`config.mk`:
```
export PLATFORM = sky130hd
export DESIGN_NAME = pll_reset_seq_flat
export DESIGN_NICKNAME = d
export VERILOG_FILES = /design/src/rtl/pll_reset_seq_if.sv /design/src/rtl/pll_reset_seq.sv /design/src/flat_wrapper.sv
export SDC_FILE = /design/constraint.sdc
export NUM_CORES = 1
export LEC_CHECK = 0
export BUFFER_PORTS_ARGS = -buffer_cell sky130_fd_sc_hd__clkbuf_2
export CAP_MARGIN = 20
export CORE_MARGIN = 4
export CORE_UTILIZATION = 50
export CTS_CLUSTER_DIAMETER = 80
export CTS_CLUSTER_SIZE = 10
export DETAILED_ROUTE_END_ITERATION = 8
export GPL_TIMING_DRIVEN = 0
export HOLD_SLACK_MARGIN = 0.02
export PLACE_DENSITY = 0.71
export SKIP_CTS_REPAIR_TIMING = 1
export SLEW_MARGIN = 20
export SYNTH_ARGS = -nofsm -noshare
export SYNTH_HDL_FRONTEND = slang
export SYNTH_SLANG_ARGS = --single-unit
```
`constraint.sdc`:
```
create_clock -name clk -period 5.5 [get_ports clk]
set_input_delay 0.275 -clock clk [delete_from_list [all_inputs] [get_ports clk]]
set_output_delay 0.275 -clock clk [all_outputs]
set_load 0.01 [all_outputs]
```
`src/rtl/pll_reset_seq_if.sv`:
```
// pll_reset_seq_if: bundles the PLL lock input and the sequencer's status/reset
// outputs so the controller and its consumer share one connection point.
interface pll_reset_seq_if;
  logic       pll_locked;
  logic       pll_stdy_rst;
  logic       sys_rst;
  logic       ready;
  logic [1:0] state;
  logic [7:0] timeout_cnt;
  logic [7:0] relock_cnt;
  logic       status_led;

  // The side that owns the PLL lock signal and observes the sequencer
  modport master (
    output pll_locked,
    input  pll_stdy_rst, sys_rst, ready, state, timeout_cnt, relock_cnt, status_led
  );

  // The sequencer itself
  modport slave (
    input  pll_locked,
    output pll_stdy_rst, sys_rst, ready, state, timeout_cnt, relock_cnt, status_led
  );
endinterface

```
`src/rtl/pll_reset_seq.sv`:
```
// pll_reset_seq: pulses the CC_PLL steady-state reset, waits for lock, qualifies it
// over a settle window and then releases the synchronous system reset. A lock loss
// in RUN restarts the whole sequence. Lock timeouts and relocks are counted.
// Optional feature macro: STATUS_LED_EN (blinking status LED driven by a 24-bit
// free-running counter); when undefined status_led is a registered copy of ready.
module pll_reset_seq #(
  parameter int SYNC_STAGES     = 2,
  parameter int STDY_RST_CYCLES = 4,
  parameter int SETTLE_CYCLES   = 16,
  parameter int LOCK_TIMEOUT    = 1024
`ifdef STATUS_LED_EN
  ,
  parameter int BLINK_BIT       = 3
`endif
) (
  input  logic              clk,
  input  logic              rst,
  pll_reset_seq_if.slave    if_pll
);

  localparam int CNT_W = $clog2(LOCK_TIMEOUT) + 1;
  localparam logic [CNT_W-1:0] STDY_LAST    = CNT_W'(STDY_RST_CYCLES - 1);
  localparam logic [CNT_W-1:0] SETTLE_LAST  = CNT_W'(SETTLE_CYCLES - 1);
  localparam logic [CNT_W-1:0] TIMEOUT_LAST = CNT_W'(LOCK_TIMEOUT - 1);

  typedef enum logic [1:0] {
    ST_STDYRST = 2'd0,
    ST_WAIT    = 2'd1,
    ST_SETTLE  = 2'd2,
    ST_RUN     = 2'd3
  } state_t;

  state_t                 r_state;
  state_t                 w_nextState;
  logic [CNT_W-1:0]       r_cnt;
  logic [SYNC_STAGES-1:0] r_sync;
  logic                   w_lockedS;
  logic                   w_timeoutInc;
  logic                   w_relockInc;
  logic                   r_pllStdyRst;
  logic                   r_sysRst;
  logic                   r_ready;
  logic [7:0]             r_timeoutCnt;
  logic [7:0]             r_relockCnt;
  logic                   r_statusLed;

  // Bring the asynchronous PLL lock flag into the clk domain
  always_ff @(posedge clk or posedge rst) begin
    if (rst) r_sync <= '0;
    else     r_sync <= {r_sync[SYNC_STAGES-2:0], if_pll.pll_locked};
  end

  assign w_lockedS = r_sync[SYNC_STAGES-1];

  // Next-state decision; lock takes priority over timeout while waiting
  always_comb begin
    w_nextState  = r_state;
    w_timeoutInc = 1'b0;
    w_relockInc  = 1'b0;
    case (r_state)
      ST_STDYRST: begin
        if (r_cnt == STDY_LAST) w_nextState = ST_WAIT;
      end
      ST_WAIT: begin
        if (w_lockedS) begin
          w_nextState = ST_SETTLE;
        end else if (r_cnt == TIMEOUT_LAST) begin
          w_nextState  = ST_STDYRST;
          w_timeoutInc = 1'b1;
        end
      end
      ST_SETTLE: begin
        if (!w_lockedS)                w_nextState = ST_WAIT;
        else if (r_cnt == SETTLE_LAST) w_nextState = ST_RUN;
      end
      ST_RUN: begin
        if (!w_lockedS) begin
          w_nextState = ST_STDYRST;
          w_relockInc = 1'b1;
        end
      end
      default: w_nextState = ST_STDYRST;
    endcase
  end

  // State register and the shared cycle counter, cleared on every state change
  always_ff @(posedge clk or posedge rst) begin
    if (rst) begin
      r_state <= ST_STDYRST;
      r_cnt   <= '0;
    end else begin
      r_state <= w_nextState;
      if (w_nextState != r_state) r_cnt <= '0;
      else                        r_cnt <= r_cnt + 1'b1;
    end
  end

  // Outputs are registered from the next state so they change together with state
  always_ff @(posedge clk or posedge rst) begin
    if (rst) begin
      r_pllStdyRst <= 1'b1;
      r_sysRst     <= 1'b1;
      r_ready      <= 1'b0;
    end else begin
      r_pllStdyRst <= (w_nextState == ST_STDYRST);
      r_sysRst     <= (w_nextState != ST_RUN);
      r_ready      <= (w_nextState == ST_RUN);
    end
  end

  // Saturating event counters for lock timeouts and lock losses in RUN
  always_ff @(posedge clk or posedge rst) begin
    if (rst) begin
      r_timeoutCnt <= '0;
      r_relockCnt  <= '0;
    end else begin
      if (w_timeoutInc && (r_timeoutCnt != 8'hFF)) r_timeoutCnt <= r_timeoutCnt + 8'd1;
      if (w_relockInc && (r_relockCnt != 8'hFF))   r_relockCnt  <= r_relockCnt + 8'd1;
    end
  end

`ifdef STATUS_LED_EN
  logic [23:0] r_blink;

  // Free-running blink counter
  always_ff @(posedge clk or posedge rst) begin
    if (rst) r_blink <= '0;
    else     r_blink <= r_blink + 24'd1;
  end

  // LED off while the PLL is held in reset, blinking while locking, solid in RUN
  always_ff @(posedge clk or posedge rst) begin
    if (rst) begin
      r_statusLed <= 1'b0;
    end else begin
      case (w_nextState)
        ST_STDYRST: r_statusLed <= 1'b0;
        ST_RUN:     r_statusLed <= 1'b1;
        default:    r_statusLed <= r_blink[BLINK_BIT];
      endcase
    end
  end
`else
  // LED simply follows ready one cycle later
  always_ff @(posedge clk or posedge rst) begin
    if (rst) r_statusLed <= 1'b0;
    else     r_statusLed <= r_ready;
  end
`endif

  assign if_pll.pll_stdy_rst = r_pllStdyRst;
  assign if_pll.sys_rst      = r_sysRst;
  assign if_pll.ready        = r_ready;
  assign if_pll.state        = r_state;
  assign if_pll.timeout_cnt  = r_timeoutCnt;
  assign if_pll.relock_cnt   = r_relockCnt;
  assign if_pll.status_led   = r_statusLed;

endmodule

```
`src/flat_wrapper.sv`:
```
// flat-port wrapper written by rule: the top's interface ports become plain ports
module pll_reset_seq_flat 
#(
  parameter int SYNC_STAGES     = 2,
  parameter int STDY_RST_CYCLES = 4,
  parameter int SETTLE_CYCLES   = 16,
  parameter int LOCK_TIMEOUT    = 1024

)
  (clk, rst, if_pll_pll_locked, if_pll_pll_stdy_rst, if_pll_sys_rst, if_pll_ready, if_pll_state, if_pll_timeout_cnt, if_pll_relock_cnt, if_pll_status_led);
  pll_reset_seq_if if_pll_i ();
  input  logic clk;
  input  logic rst;
  input wire logic [$bits(if_pll_i.pll_locked)-1:0] if_pll_pll_locked;
  output wire logic [$bits(if_pll_i.pll_stdy_rst)-1:0] if_pll_pll_stdy_rst;
  output wire logic [$bits(if_pll_i.sys_rst)-1:0] if_pll_sys_rst;
  output wire logic [$bits(if_pll_i.ready)-1:0] if_pll_ready;
  output wire logic [$bits(if_pll_i.state)-1:0] if_pll_state;
  output wire logic [$bits(if_pll_i.timeout_cnt)-1:0] if_pll_timeout_cnt;
  output wire logic [$bits(if_pll_i.relock_cnt)-1:0] if_pll_relock_cnt;
  output wire logic [$bits(if_pll_i.status_led)-1:0] if_pll_status_led;
  assign if_pll_i.pll_locked = if_pll_pll_locked;
  assign if_pll_pll_stdy_rst = if_pll_i.pll_stdy_rst;
  assign if_pll_sys_rst = if_pll_i.sys_rst;
  assign if_pll_ready = if_pll_i.ready;
  assign if_pll_state = if_pll_i.state;
  assign if_pll_timeout_cnt = if_pll_i.timeout_cnt;
  assign if_pll_relock_cnt = if_pll_i.relock_cnt;
  assign if_pll_status_led = if_pll_i.status_led;
  pll_reset_seq #(.SYNC_STAGES(SYNC_STAGES), .STDY_RST_CYCLES(STDY_RST_CYCLES), .SETTLE_CYCLES(SETTLE_CYCLES), .LOCK_TIMEOUT(LOCK_TIMEOUT)) u_core (.clk(clk), .rst(rst), .if_pll(if_pll_i));
endmodule
```
==> results of run 1 <==
-- final timing paths --
check,slack (ns),start,cells after the start,end
worst max-delay path,3.62,u_core.r_cnt[0],7,u_core.r_cnt[1]
worst min-delay path,0.02,rst,2,u_core.if_pll.ready
worst max register to register,3.62,u_core.r_cnt[0],7,u_core.r_cnt[1]
worst min register to register,0.35,u_core.r_sync[0],0,u_core.r_sync[1]
max in group asynchronous,5.03,rst,2,u_core.if_pll.state[0]
min in group clk,0.05,if_pll_pll_locked,1,u_core.r_sync[0]
-- flip-flops by register name, summed over array words and instances, names as in the netlist --
signal / count
u_core.r_cnt: 11
u_core.if_pll.relock_cnt: 8
u_core.if_pll.timeout_cnt: 8
u_core.if_pll.state: 2
u_core.r_sync: 2
u_core.if_pll.pll_stdy_rst: 1
u_core.if_pll.ready: 1
u_core.if_pll.status_led: 1
u_core.if_pll.sys_rst: 1
-- per-layer routing --
layer,global-route usage,part of all wire,vias to the layer above
li1,-,-,567
met1,0.170,0.46,546
met2,0.233,0.47,22
met3,0.0462,0.051,8
met4,0.0803,0.025,0
met5,0,0,-
-- critical path, cell delays in order, from the launching register on --
cell	delay, ns
dfrtp_1	0.40
ha_1	0.24
and4_1	0.19
buf_2	0.17
a311oi_1	0.23
nor2_1	0.10
clkbuf_1	0.24
nor3b_1	0.24
-- cell usage in the layout (no fill, tap or decap), drive strengths merged, types with 2 or more instances in the layout --
cell type,count
buf,3
nand2,12
a311oi,3
nand4,2
nor2,11
dfstp,2
nand3,7
nand4b,2
mux2,3
and2,2
ha,3
xnor2,11
xor2,11
and4,4
a31oi,2
clkbuf,32
and3,4
nor3,8
nor4,4
nor3b,3
dfrtp,33
-- final cells by class --
class / instances / area (um2) / area share
plain buffers: 4 / 21.3 / 0.0114
clock buffers: 7 / 45.0 / 0.0241
inverters: 1 / 3.75 / 0.00201
multi-input cells: 101 / 743 / 0.398
flip-flops and latches: 35 / 878 / 0.471
well taps: 44 / 55.1 / 0.0295
repair buffers: 24 / 120 / 0.0643
-- cell families after synthesis --
kind of cell               Yosys count  synth area share
AOI/OAI and AO/OA                    9            0.0570
buffers and inverters                5            0.0152
adders and majority gates            3            0.0228
muxes                                3            0.0205
DFF                                 35             0.533
xor gates and xnor gates            22             0.117
and+or+nand+nor                     64             0.234
-- power groups by stage --
| stage | combinational [mW] | sequential, mW | clock (mW) |
|---|---|---|---|
| 6_report | 0.179 | 0.336 | 0.122 |
| 5_1_grt | 0.202 | 0.343 | 0.140 |
| 4_1_cts | 0.183 | 0.337 | 0.129 |
| 3_5_place_dp | 0.182 | 0.342 | 0 |
| 3_3_place_gp | 0.179 | 0.340 | 0 |
| 2_1_floorplan | 0.115 | 0.352 | 0 |
-- synthesized netlist by cell type (2+ instances only) --
library cell | count | area [um2]
nand2_1 | 12 | 45.0
and3_1 | 4 | 25.0
dfstp_2 | 2 | 52.6
ha_1 | 3 | 37.5
dfrtp_1 | 33 | 826
nor4_1 | 3 | 18.8
nand4_1 | 2 | 12.5
xnor2_1 | 11 | 96.3
nor3b_1 | 3 | 22.5
buf_2 | 2 | 10.0
xor2_1 | 11 | 96.3
mux2_2 | 3 | 33.8
a31oi_1 | 2 | 12.5
nor2_1 | 11 | 41.3
and4_1 | 4 | 35.0
a311oi_1 | 2 | 17.5
and2_1 | 2 | 12.5
nor3_1 | 8 | 40.0
nand3_1 | 7 | 35.0
-- metrics by stage --
| stage | cells | cell area, um2 | worst slack [ns] | util |
|---|---|---|---|---|
| floorplan | 141 | 1650 | 3.73 | - |
| global placement | 209 | 1820 | 3.65 | 0.587 |
| detailed placement | 209 | 1820 | 3.60 | 0.587 |
| CTS | 216 | 1870 | 3.58 | 0.602 |
| global route | 216 | 1870 | 3.45 | 0.602 |
| finish | 216 | 1870 | 3.62 | 0.602 |
==> results.md, run 1 <==
* Syn Area/Cell at 11.7 um2
* Clk Latency, worst-skew pair at 0.33 ns
* Register share of total power at 0.527
* Post-Synthesis Cells at 141
* Clock root cell: clkbuf_4
* RD Place Congestion at 0.846
* Port Buffer Count at 24
* Global-route wire length before repair at 4650 um
* Largest net degree at the start of global routing at 36
* Detail Route Antenna Nets at 0
* Fin nets at 178
* Sequential share of the synthesized area at 0.533
* Crit end category: flip-flop
* Wire per inst at 12.4 um
* Warnings from Yosys at 0
* Vias at 1143
* Hold_ws at 0.0172 ns
* Worst Path Arrival at 2.12 ns
* Pint at 0.432 mW
* Top FF cell, synth: dfrtp_1
* Router iterations before antenna repair at 4
* Post-synth EDFFs at 0
* Core area at 3100 um2
* Setup TNS at 0 ns
* Row cnt at 20
* Status: finished, final reports clean
* Final Setup Violations at 0
* CTS clk-pin slew, worst paths at 0.10 ns
* Cts bufs inserted at 5
* Maxcap violations at 0
* Max-slew headroom at 0.544
* FF+latch count, synth at 35
* Die Y at 65.4 um
* Worst-Margin Slew at 0.682 ns
* Final hold vios at 0
* Fmax at 0.531 GHz
* Combinational share of power at 0.280
* Syn-to-layout area delta at 13.4%
* Crit start category: flip-flop
* Number of global-route vias before repair at 1080
* Initial antenna violation count at 0
* Async SR Flop Fraction at 1.00
* Cell area after synthesis at 1650 um2
* Tcrit/Tclk final at 0.342
* Total grt overflow at 0
* Fillcell total at 289
* Starting density of the core at 0.531
* Fin. max-slew vios at 0
* Number of H-tree levels at 2
* Vias per inst at 5.29
* Crit Path Max Fanout at 10
* N_diodes at 0
* Peak VDD IR at 0.000247 V
* Post-synthesis cell type count at 35
* Switch Pwr at 0.205 mW
* Total power at 0.637 mW
* Leak at 0.909 nW
* Net switching fraction of the power at 0.322
* Final worst clock skew at 0.0116 ns
* Pwr/cell area at 341 nW/um2
* Final wirelength at 2670 um
* Final critical-path required period at 1.88 ns
* DRC errors left at 0
* Worst Setup Path Type: reg -> reg
* CTS max path bufs at 2
* Die Footprint at 4280 um2
* Mapped Nets at 147
* Share of cells above drive strength 1 at 0.256
* Unrepaired setup endpoints after global routing: no
* Clock power share at 0.192
* Hold WC Path Type: in -> async
* Critical Path RT at 5.74 ns
* Total GRT Usage at 0.144
* DPL Wire Length at 1980 um
* Initial DRC Count at 48
* CTS tree: yes
* Top-Level Pins at 25
* DIE WIDTH at 65.4 um
* CTS sink cnt at 35
No activity file was read; power rests on OpenSTA's default activity.
==> run 2: changes to the inputs <==
--- a/config.mk
+++ b/config.mk
@@ -14,7 +14,7 @@
 export DETAILED_ROUTE_END_ITERATION = 8
 export GPL_TIMING_DRIVEN = 0
 export HOLD_SLACK_MARGIN = 0.02
-export PLACE_DENSITY = 0.71
+export PLACE_DENSITY = 0.74
 export SKIP_CTS_REPAIR_TIMING = 1
 export SLEW_MARGIN = 20
 export SYNTH_ARGS = -nofsm -noshare
==> constraint.sdc (replaced) <==
create_clock -name clk -period 1.59 [get_ports clk]
set_input_delay 0.0795 -clock clk [delete_from_list [all_inputs] [get_ports clk]]
set_output_delay 0.0795 -clock clk [all_outputs]
set_load 0.01 [all_outputs]
==> results.md, run 2 (synthesized netlist as in run 1, its figures left out) <==
* Status: complete, but fails checks
* Failing checks: negative setup slack
* Reg2reg start: u_core.if_pll.state[0]
* Clock root cell: clkbuf_4
* Worst Path Arrival at 2.04 ns (-0.08 ns)
* Multi-input gate area at 831 um2 (+12%)
* Total grt overflow at 0 (unchanged)
* Final hold vios at 0 (unchanged)
* Fin nets at 195 (+9.6%)
* Worst Setup Path Type: reg -> reg
* Switch Pwr at 0.829 mW (+300%)
* Reg2Reg Depth at 5 (-2)
* Final critical-path required period at 1.82 ns (-0.0633 ns)
* Final worst clock skew at 0.0117 ns (+0.000148 ns)
* Pint at 1.79 mW (+320%)
* Wire per inst at 13.9 um (+13%)
* Row cnt at 20 (unchanged)
* Initial antenna violation count at 0 (unchanged)
* CTS sink cnt at 35 (unchanged)
* Pwr/cell area at 1230 nW/um2 (+260%)
* Syn-to-layout area delta at 29.8%
* Final Setup Violations at 19 (+19)
* Pre-CTS setup slack at -0.327 ns (-3.92 ns)
* DRC errors left at 0 (unchanged)
* Most common cell after layout, fill and taps aside: dfrtp_1
* Crit start category: flip-flop
* Top-Level Pins at 25 (unchanged)
* DPL Wire Length at 2220 um (+12%)
* Core area at 3100 um2 (unchanged)
* Final WS setup at -0.228 ns (-3.85 ns)
* Detail Route Antenna Nets at 0 (unchanged)
* Unrepaired setup endpoints after global routing: yes
* N_diodes at 0 (unchanged)
* Clk Latency, worst-skew pair at 0.34 ns (about the same)
* Most used cells in the layout excluding fill and tap cells: 32 x dfrtp_1, 24 x clkbuf_2, 12 x nand2_1, 12 x buf_4
* Vias at 1262 (+10%)
* Max FFs per register at 11 (unchanged)
* Port Buffer Count at 24 (unchanged)
* Net switching fraction of the power at 0.316 (-0.00614)
* Crit end category: flip-flop
* DIE WIDTH at 65.4 um (unchanged)
* Die Footprint at 4280 um2 (unchanged)
* Cts bufs inserted at 5 (unchanged)
* Maxcap violations at 0 (unchanged)
* Combinational share of power at 0.352 (+0.072)
* Die Y at 65.4 um (unchanged)
* Fmax at 0.550 GHz (+3.5%)
* Leak at 1.04 nW (+14%)
* Cell total after placement at 209 (unchanged)
* Final core utilization at 0.689 (+0.0871)
* Largest net degree at the start of global routing at 36 (unchanged)
* Crit Path Max Fanout at 7 (-3)
* Worst-Margin Slew at 0.709 ns (+0.0266 ns)
* Peak VDD IR at 0.000606 V (+150%)
* CTS max path bufs at 2 (unchanged)
* Clock power share at 0.207 (+0.015)
* Register area at 880 um2 (+0.14%)
* Non-Filler Instances at 234 (+8.3%)
* Reg with most FFs: u_core.r_cnt
* Number of global-route vias before repair at 1243 (+15%)
* Global-route wire length before repair at 5520 um (+19%)
* HP Start: u_core.r_sync[0]
* Number of H-tree levels at 2 (unchanged)
* Hold WC Path Type: reg -> reg
* Register share of total power at 0.442 (-0.085)
* Max-slew headroom at 0.527 (-0.0178)
* Fillcell total at 260 (-10%)
* Share of cells above drive strength 1 at 0.400 (+0.144)
* RD Place Congestion at 0.839 (-0.83%)
* Starting density of the core at 0.531 (unchanged)
* CTS tree: yes
* Hold-critical path depth at 0
* Total GRT Usage at 0.171 (+0.0263)
* Initial DRC Count at 45 (-6.3%)
* Worst Setup SP: u_core.if_pll.state[0]
* Vias per inst at 5.39 (+1.9%)
* Final wirelength at 3260 um (+22%)
* Critical Path RT at 1.81 ns (-3.93 ns)
* Fin. max-slew vios at 0 (unchanged)
* Tcrit/Tclk final at 1.14 (+0.801)
* Router iterations before antenna repair at 4 (unchanged)
* CTS clk-pin slew, worst paths at 0.11 ns (about the same)
==> run 2: cell types whose count changed in the layout (fill, tap and decap cells not counted), moves of 3 or more <==
cell	delta
nor3_1	-4
buf_6	+5
buf_4	+11
nor3_2	+3
==> run 2: critical path: stages (launching register included) <==
cell and delay, ns:
dfrtp_1 0.39, buf_6 0.12, or3b_4 0.37, nand4b_4 0.28
nor3_4 0.23, mux2_4 0.31
==> run 2: power by group through the flow <==
stage / Combinational [mW] / Sequential (mW) / Clock (mW)
after global placement: 0.633 / 1.18 / 0
after floorplan: 0.414 / 1.22 / 0
after global routing: 1.01 / 1.18 / 0.598
after detailed placement: 0.658 / 1.20 / 0
after CTS: 0.663 / 1.18 / 0.550
final: 0.923 / 1.16 / 0.542
==> run 2: layout make-up <==
type,count,area share
well taps,44,0.0258
plain buffers,4,0.0164
clock buffers,8,0.0322
repair buffers,41,0.124
multi-input cells,101,0.389
inverters,1,0.00176
flip-flops and latches,35,0.412
==> run 2: per-stage QoR <==
step	power, mW	area (um2)	hold WS, ns	TNS, ns
global route	2.79	2140	0.381	-4.21
floorplan	1.64	1690	0.111	-0.740
finish	2.62	2140	0.368	-2.53
detailed placement	1.85	1860	0.189	-4.31
global placement	1.81	1860	0.189	-3.19
CTS	2.39	1930	-0.161	-4.95
==> run 2: path summary, 6_finish.rpt <==
path,endpoint,slack [ns]
max in group asynchronous,u_core.if_pll.state[1],0.71
setup / recovery,u_core.if_pll.timeout_cnt[6],-0.23
min in group asynchronous,u_core.if_pll.state[0],0.38
hold / removal,u_core.r_sync[1],0.37
setup reg to reg,u_core.if_pll.timeout_cnt[6],-0.23
hold reg to reg,u_core.r_sync[1],0.37
==> run 2: per-layer routing <==
layer | vias to the layer above | routed length, um | GRT usage
met5 | - | 0 | 0
met4 | 0 | 78 | 0.106
met3 | 9 | 159 | 0.0444
met2 | 30 | 1540 | 0.264
met1 | 624 | 1480 | 0.212
li1 | 599 | - | -
==> run 3: changes to the inputs <==
--- a/config.mk
+++ b/config.mk
@@ -5,6 +5,7 @@
 export SDC_FILE = /design/constraint.sdc
 export NUM_CORES = 1
 export LEC_CHECK = 0
+export ABC_CLOCK_PERIOD_IN_PS = 1590
 export BUFFER_PORTS_ARGS = -buffer_cell sky130_fd_sc_hd__clkbuf_2
 export CAP_MARGIN = 20
 export CORE_MARGIN = 4
==> constraint.sdc (replaced) <==
create_clock -name clk -period 1.59 [get_ports clk]
set_input_delay 0.2385 -clock clk [delete_from_list [all_inputs] [get_ports clk]]
set_output_delay 0.2385 -clock clk [all_outputs]
set_load 0.01 [all_outputs]
==> results.md, run 3 (synthesized netlist as in run 1, its figures left out) <==
* Status: complete, but fails checks
* Failing checks: negative hold slack, negative setup slack
* Max-slew headroom at 0.531 (+0.00427)
* CTS tree: yes
* Global-route wire length before repair at 5520 um (unchanged)
* Vias per inst at 5.36 (-0.53%)
* Max FFs per register at 11 (unchanged)
* Crit end category: flip-flop
* Die Y at 65.4 um (unchanged)
* Unrepaired setup endpoints after global routing: yes
* CTS sink cnt at 35 (unchanged)
* Initial antenna violation count at 0 (unchanged)
* Router iterations before antenna repair at 4 (unchanged)
* Crit start category: flip-flop
* Tcrit/Tclk final at 1.14 (unchanged)
* Pwr/cell area at 1230 nW/um2 (+0.36%)
* Fin. max-slew vios at 0 (unchanged)
* Vias at 1250 (-0.95%)
* DPL Wire Length at 2220 um (unchanged)
* Cts bufs inserted at 5 (unchanged)
* Row cnt at 20 (unchanged)
* Number of H-tree levels at 2 (unchanged)
* Final worst clock skew at 0.0109 ns (-0.000841 ns)
* Worst Path Arrival at 2.04 ns (about the same)
* Clk Latency, worst-skew pair at 0.34 ns (about the same)
* CP Cell Sequence: buf_6 -> or3b_4 -> nand4b_4 -> nor3_4 -> mux2_4
* DIE WIDTH at 65.4 um (unchanged)
* N_diodes at 0 (unchanged)
* CTS clk-pin slew, worst paths at 0.11 ns (about the same)
* GR met1 Demand/Resource at 0.212 (unchanged)
* Total GRT Usage at 0.171 (unchanged)
* Hold_ws at -0.0136 ns (-0.382 ns)
* Most common cell after layout, fill and taps aside: dfrtp_1
* Number of global-route vias before repair at 1243 (unchanged)
* Leak at 1.03 nW (-0.40%)
* Most used cells in the layout excluding fill and tap cells: 32 x dfrtp_1, 24 x clkbuf_2, 12 x nand2_1, 12 x buf_4
* Wire per inst at 13.9 um (-0.19%)
* Core area at 3100 um2 (unchanged)
* Final wirelength at 3240 um (-0.61%)
* Fin nets at 194 (-0.51%)
* Starting density of the core at 0.531 (unchanged)
* Peak VDD IR at 0.000609 V (+0.40%)
* Final WS setup at -0.228 ns (unchanged)
* Top-Level Pins at 25 (unchanged)
* Met2 Track Usage GR at 0.264 (unchanged)
* Setup TNS at -2.55 ns (-0.0107 ns)
* Syn-to-layout area delta at 29.2%
* Port Buffer Count at 24 (unchanged)
* Hold WC Path Type: in -> async
* Final core utilization at 0.685 (-0.00323)
* Initial DRC Count at 64 (+42%)
* Total grt overflow at 0 (unchanged)
* Worst Setup Path Type: reg -> reg
* Crit Path Max Fanout at 7 (unchanged)
* Final hold vios at 24 (+24)
* Met3 usage at 0.0444 (unchanged)
* Fillcell total at 261 (+0.38%)
* Pre-CTS setup slack at -0.327 ns (unchanged)
* Worst-Margin Slew at 0.703 ns (-0.00639 ns)
* Critical path's largest stage delay at 0.39 ns (about the same)
* CTS max path bufs at 2 (unchanged)
* Layer with the highest usage: met2
* RD Place Congestion at 0.839 (unchanged)
* Final Setup Violations at 19 (unchanged)
* Critical Path RT at 1.81 ns (about the same)
* Largest net degree at the start of global routing at 36 (unchanged)
* Total power at 2.62 mW (-0.11%)
* Maxcap violations at 0 (unchanged)
* Fmax at 0.550 GHz (unchanged)
* Detail Route Antenna Nets at 0 (unchanged)
* Share of cells above drive strength 1 at 0.402 (+0.00212)
* Reg with most FFs: u_core.r_cnt
* Slowest cell on crit path: dfrtp_1
* Clock root cell: clkbuf_4
* DRC errors left at 0 (unchanged)
* Die Footprint at 4280 um2 (unchanged)
* Final critical-path required period at 1.82 ns (unchanged)
-- run 3: path summary, 6_finish.rpt --
| kind | startpoint | endpoint | slack [ns] | depth (start not counted) |
|---|---|---|---|---|
| min reg2reg | u_core.r_sync[0] | u_core.r_sync[1] | 0.37 | 0 |
| max reg2reg | u_core.if_pll.state[0] | u_core.if_pll.timeout_cnt[6] | -0.23 | 5 |
| min in group clk | u_core.r_sync[0] | u_core.r_sync[1] | 0.37 | 0 |
| max | u_core.if_pll.state[0] | u_core.if_pll.timeout_cnt[6] | -0.23 | 5 |
| min | rst | u_core.if_pll.state[0] | -0.01 | 2 |
| max in group asynchronous | rst | u_core.if_pll.state[1] | 1.11 | 2 |
-- run 3: metal layers --
metal	share of wire	up-vias
met3	0.047	9
met2	0.48	28
met4	0.024	0
met1	0.45	615
met5	0	-
li1	-	598
-- run 3: through the flow --
step	area [um2]	std cells
6_report	2130	233
3_3_place_gp	1860	209
3_5_place_dp	1860	209
5_1_grt	2130	233
2_1_floorplan	1690	141
4_1_cts	1930	217
-- run 3: worst max-delay path, delay by kind of cell (launching register included) --
kind	cells	cell delay, ns
AND/OR/NAND/NOR	3	0.88
flip-flops	1	0.39
multiplexers	1	0.31
buffers and inverters	1	0.12
-- run 3: area by class of cell --
class / count / area (um2) / share of cell area
plain buffers: 4 / 35.0 / 0.0165
clock buffers: 8 / 68.8 / 0.0324
inverters: 1 / 3.75 / 0.00176
multi-input cells: 101 / 831 / 0.391
flip-flops and latches: 35 / 880 / 0.414
well taps: 44 / 55.1 / 0.0259
repair buffers: 40 / 254 / 0.119
-- run 3: power breakdown --
group / internal (mW) / total [mW] / switching (mW)
Sequential: 1.05 / 1.16 / 0.106
Clock: 0.260 / 0.541 / 0.281
Combinational: 0.480 / 0.920 / 0.440
Total: 1.79 / 2.62 / 0.828
